==> src/rtl/accum_pkg.sv <==
// Shared types and defaults for the multi-operand accumulator and its adder core.
package accum_pkg;

  localparam int WIDTH_DEF = 32;
  localparam int CNT_W_DEF = 8;

  typedef enum logic [1:0] {
    IDLE  = 2'd0,
    ACCUM = 2'd1,
    DONE  = 2'd2
  } state_t;

  typedef struct packed {
    logic carry;
    logic overflow;
    logic zero;
  } flags_t;

  // Fold one add's flag results into the sticky set; zero always tracks the latest sum.
  function automatic flags_t merge_flags(input flags_t cur, input logic carry,
                                         input logic ovf, input logic zero);
    flags_t nxt;
    nxt.carry    = cur.carry | carry;
    nxt.overflow = cur.overflow | ovf;
    nxt.zero     = zero;
    return nxt;
  endfunction

endpackage

==> src/rtl/accum_32bit_add_flags_core.sv <==
// Combinational ripple-carry adder producing sum, unsigned carry-out and signed overflow.
module add_flags_core
  import accum_pkg::*;
#(
  parameter int WIDTH = WIDTH_DEF
) (
  input  logic [WIDTH-1:0] a,
  input  logic [WIDTH-1:0] b,
  output logic [WIDTH-1:0] sum,
  output logic             carry_msb,
  output logic             ovf
);

  logic [WIDTH:0] carry_s;

  assign carry_s[0] = 1'b0;

  for (genvar i = 0; i < WIDTH; i++) begin : g_bit
    assign sum[i]       = a[i] ^ b[i] ^ carry_s[i];
    assign carry_s[i+1] = (a[i] & b[i]) | (carry_s[i] & (a[i] ^ b[i]));
  end

  assign carry_msb = carry_s[WIDTH];
  // Signed overflow: operands agree in sign but the result does not.
  assign ovf = (a[WIDTH-1] == b[WIDTH-1]) & (sum[WIDTH-1] != a[WIDTH-1]);

endmodule

==> src/rtl/accum_32bit.sv <==
// Streams COUNT operands over valid/ready, sums them with sticky carry/overflow,
// and presents the result with flags on a valid/ready output port.
module accum_32bit
  import accum_pkg::*;
#(
  parameter int WIDTH = WIDTH_DEF,
  parameter int CNT_W = CNT_W_DEF
) (
  input  logic             clk,
  input  logic             rst,
  input  logic             start,
  input  logic [CNT_W-1:0] count,
  input  logic             in_valid,
  input  logic [WIDTH-1:0] in_data,
  output logic             in_ready,
  output logic             busy,
  output logic             out_valid,
  input  logic             out_ready,
  output logic [WIDTH-1:0] out_sum,
  output logic             out_carry,
  output logic             out_overflow,
  output logic             out_zero,
  output logic [CNT_W-1:0] out_terms
);

  state_t           state_r;
  logic [WIDTH-1:0] acc_r;
  logic [CNT_W-1:0] remaining_r;
  logic [CNT_W-1:0] terms_r;
  flags_t           flags_r;

  logic [WIDTH-1:0] sum_s;
  logic             carry_s;
  logic             ovf_s;
  logic             beat_s;

  add_flags_core #(.WIDTH(WIDTH)) u_add (
    .a         (acc_r),
    .b         (in_data),
    .sum       (sum_s),
    .carry_msb (carry_s),
    .ovf       (ovf_s)
  );

  assign in_ready = (state_r == ACCUM);
  assign beat_s   = in_valid & in_ready;

  // FSM, accumulator, term counter and sticky flags.
  always_ff @(posedge clk) begin
    if (rst) begin
      state_r     <= IDLE;
      acc_r       <= {WIDTH{1'b0}};
      remaining_r <= {CNT_W{1'b0}};
      terms_r     <= {CNT_W{1'b0}};
      flags_r     <= '0;
    end else begin
      case (state_r)
        IDLE: begin
          if (start) begin
            acc_r   <= {WIDTH{1'b0}};
            terms_r <= count;
            if (count != {CNT_W{1'b0}}) begin
              remaining_r <= count;
              flags_r     <= '0;
              state_r     <= ACCUM;
            end else begin
              remaining_r <= {CNT_W{1'b0}};
              flags_r     <= '{carry: 1'b0, overflow: 1'b0, zero: 1'b1};
              state_r     <= DONE;
            end
          end
        end
        ACCUM: begin
          if (beat_s) begin
            acc_r       <= sum_s;
            remaining_r <= remaining_r - {{(CNT_W-1){1'b0}}, 1'b1};
            flags_r     <= merge_flags(flags_r, carry_s, ovf_s, sum_s == {WIDTH{1'b0}});
            if (remaining_r == {{(CNT_W-1){1'b0}}, 1'b1}) begin
              state_r <= DONE;
            end
          end
        end
        DONE: begin
          if (out_ready) begin
            state_r <= IDLE;
          end
        end
        default: begin
          state_r <= IDLE;
        end
      endcase
    end
  end

  // Zero is only reported once the run has finished, so a reset accumulator reads zero=0.
  assign busy         = (state_r != IDLE);
  assign out_valid    = (state_r == DONE);
  assign out_sum      = acc_r;
  assign out_carry    = flags_r.carry;
  assign out_overflow = flags_r.overflow;
  assign out_zero     = flags_r.zero & (state_r == DONE);
  assign out_terms    = terms_r;

endmodule

==> config.mk <==
export PLATFORM = sky130hd
export DESIGN_NAME = accum_32bit
export DESIGN_NICKNAME = d
export VERILOG_FILES = /design/src/rtl/accum_pkg.sv /design/src/rtl/accum_32bit_add_flags_core.sv /design/src/rtl/accum_32bit.sv
export SDC_FILE = /design/constraint.sdc
export NUM_CORES = 1
export LEC_CHECK = 0
export ABC_AREA = 1
export BUFFER_PORTS_ARGS = -buffer_cell sky130_fd_sc_hd__buf_2
export CAP_MARGIN = 20
export CORE_MARGIN = 2
export CORE_UTILIZATION = 48
export DETAILED_ROUTE_END_ITERATION = 12
export PLACE_DENSITY = 0.83
export REMOVE_ABC_BUFFERS = 1
export SLEW_MARGIN = 20
export SYNTH_ARGS = -nofsm -noshare
export SYNTH_HDL_FRONTEND = slang
export SYNTH_SLANG_ARGS = --single-unit
==> constraint.sdc <==
create_clock -name clk -period 14.9 [get_ports clk]
set_clock_uncertainty 0.2 [all_clocks]
set_input_delay 1.49 -clock clk [delete_from_list [all_inputs] [get_ports clk]]
set_output_delay 1.49 -clock clk [all_outputs]
set_load 0.05 [all_outputs]
==> impl_metrics.yaml <==
sta:
  tightestPinTransition_ps: 704
  max_freq_ghz: 0.0692
  report.final.hold_viol_count: 0
  slew_headroom_pct: 53.0
  drv_slew: 0
  setup_tns_ps: 0
  grt_setup_unrepaired: "false"
  post-route-period-util_pct: 96.9
  report.final.setup_viol: 0
  timing.final.ws_setup_ps: 454
  final.hold.worst_slack_ps: 255
  period_needed_ps: 14450
clock_tree:
  path_clk_slew_ps: 100
  post_cts_buffers: 0
  cts.htree.levels: 2
  cts_sinks: 53
  post_cts_resize_count: 0
  cts-root-buf: "sky130_fd_sc_hd__clkbuf_8"
  cts_hold_repair.buffers: 0
  max_clock_buf_depth: 2
  worst_skew_pair.late_latency_ps: 310
  tritoncts: "yes"
  cts_inserted_buffers: 5
floorplanning:
  die_width_um: 86.8
  initial_core_util_pct: 49.0
  io_pins: 91
  die_area_mm2: 0.00753
  floorplan.rows: 30
  floorplan.die.height_um: 86.8
  core_area_mm2: 0.00672
drt:
  via_per_inst: 4.97
  drt_iter0_markers: 119
  antenna_left: 0
  routed-via-count: 2961
  totalWireLength_um: 7470
  drc: 0
  wire_per_inst_um: 12.5
  detailedRoute.firstPassIterationCount: 4
pwr:
  pwr_density_cell_mw_per_mm2: 151
  clock_power_share_pct: 19.8
  power_spent_charging_and_discharging_nets_mw: 0.267
  power_frac_comb_pct: 48.5
  irDropWorstVdd_mv: 0.0541
  static-leakage-power_nw: 1.82
  power.share.sequential_pct: 31.7
  switching_share_pct: 45.7
  intPower_mw: 0.317
logic_synthesis:
  top_cells_by_area_synth: "sky130_fd_sc_hd__dfxtp_1, sky130_fd_sc_hd__fa_1, sky130_fd_sc_hd__inv_1, sky130_fd_sc_hd__nor2_1, sky130_fd_sc_hd__o22ai_1"
  count_leader_synth: "sky130_fd_sc_hd__inv_1"
  synth_top_cell_area_share_pct: 32.2
  async_flop_share_pct: 0
  synth_top_flop_cell: "sky130_fd_sc_hd__dfxtp_1"
  postSynthAreaPerCell_um2: 7.63
  postSynthRegisterBits: 53
  synthTopCellsByCount: "sky130_fd_sc_hd__inv_1, sky130_fd_sc_hd__nor2_1, sky130_fd_sc_hd__dfxtp_1, sky130_fd_sc_hd__nand2_1, sky130_fd_sc_hd__fa_1"
  yosys_warnings: 0
  synth.distinct_cells: 28
  synth_edf_count: 0
  synth_top_cell_by_area: "sky130_fd_sc_hd__dfxtp_1"
  mappedNetlistArea_mm2: 0.00329
  netlist_instances: 431
  synth.yosys.seq_area_share_pct: 32.2
critical_path:
  timing.critical_path.mode_cell: "sky130_fd_sc_hd__fa_1"
  crit_path_start_kind: "input port"
  crit_path_end_kind: "flip-flop"
  timing.critical_path.arrival_ps: 14490
  timing_worst_setup_path_type: "input port to flip-flop"
  cp_slowest_cell: "sky130_fd_sc_hd__fa_1"
  path_delay_family: "adder cells"
  worst-path-buf-inv: 5
  worstPathRequired_ps: 14950
  path_max_fanout: 3
  critical-path-max-stage-delay_ps: 500
global_routing:
  grt_usage_pct: 20.4
  largest_net_degree_at_the_start_of_global_routing: 39
  vias_in_the_first_global_route: 2920
  global_route_wire_length_before_repair_um: 12400
  grt.overflow.total: 0
  antenna_found_initial: 0
outcome:
  outcome: "finished, final reports clean"
placement:
  hpwl_um: 5640
  gpl.final_weighted_congestion: 0.859
  port_buffers: 90
  preCtsSetupSlack_ps: 224
  place_inst: 588
min_path:
  worstHoldPathType: "flip-flop to flip-flop"
finish:
  antenna_cells_inserted: 0
  layout.nets: 595
  finalCoreUtilization_pct: 57.7
  drive_above_1_share_pct: 20.3
  areaGrowthSynthToFinish_pct: 17.9
  fill_cells: 599
  stdcell_count: 596
flow_run:
  max_cap_violations: 0
==> kinds of logic (layout without fill, tap and decap cells) <==
kind of cell | count (synthesis) | in the layout | share of synthesized area [%]
AND/OR/NAND/NOR | 136 | 136 | 17.8
buffers and inverters | 131 | 216 | 16.5
AO/OA/AOI/OAI | 76 | 76 | 13.0
flip-flops | 53 | 53 | 32.2
adder cells (fa/ha/maj) | 35 | 35 | 20.4
==> worst register-to-register path: cells and delay by family (launching register included) <==
kind	cells	cell delay (ps)
compound gates	3	400
fa+ha+maj	32	12300
buf+inv	4	260
flops	1	380
==> placed cells by master (no fill, tap or decap), drive strengths merged, types with 3 or more instances in the layout <==
| master | n |
|---|---|
| nand3 | 16 |
| buf | 90 |
| fa | 31 |
| nand4 | 3 |
| ha | 4 |
| nand2 | 47 |
| nor2 | 67 |
| inv | 117 |
| dfxtp | 53 |
| a21oi | 22 |
| o22ai | 27 |
| clkbuf | 5 |
| o21ai | 23 |
==> layer usage <==
| layer | track usage [%] | share of wire [%] | vias up |
|---|---|---|---|
| li1 | - | - | 1476 |
| met1 | 25.6 | 43 | 1353 |
| met2 | 34.2 | 49 | 111 |
| met3 | 3.81 | 5.5 | 21 |
| met4 | 9.09 | 3.2 | 0 |
| met5 | 0 | 0 | - |
==> area by class of cell <==
class                   instances  area (um^2)  share of cell area [%]
inverters                     118          448                    11.5
multi-input cells             247         1690                    43.5
well taps                      80          100                    2.58
repair buffers                 90          450                    11.6
clock inverters                 3         65.1                    1.68
clock buffers                   5         68.8                    1.77
flip-flops and latches         53         1060                    27.4
==> metrics by stage <==
stage	total power [mW]	cell area, um^2
final	0.584	3880
after floorplan	0.402	3190
after CTS	0.583	3880
after global routing	0.625	3880
after global placement	0.460	3740
after detailed placement	0.469	3740
==> registers in the layout, indices dropped and copies added (netlist names) <==
register	count
out_sum	32
out_carry	1
out_terms	8
flags_r	1
out_overflow	1
state_r	2
remaining_r	8
==> power by group through the flow <==
stage / sequential (mW) / clock (mW) / combinational, mW
5_1_grt: 0.188 / 0.122 / 0.314
3_3_place_gp: 0.187 / 0 / 0.273
2_1_floorplan: 0.239 / 0 / 0.163
4_1_cts: 0.185 / 0.116 / 0.282
6_report: 0.185 / 0.116 / 0.283
3_5_place_dp: 0.188 / 0 / 0.281
==> worst paths after layout <==
path / startpoint / slack, ps / cells past startpoint / endpoint
min reg2reg: out_overflow / 250 / 2 / out_overflow
max reg2reg: out_sum[0] / 1310 / 39 / out_overflow
min: out_overflow / 250 / 2 / out_overflow
max: in_data[0] / 450 / 40 / out_overflow
Power figures use the tool's default switching activity.
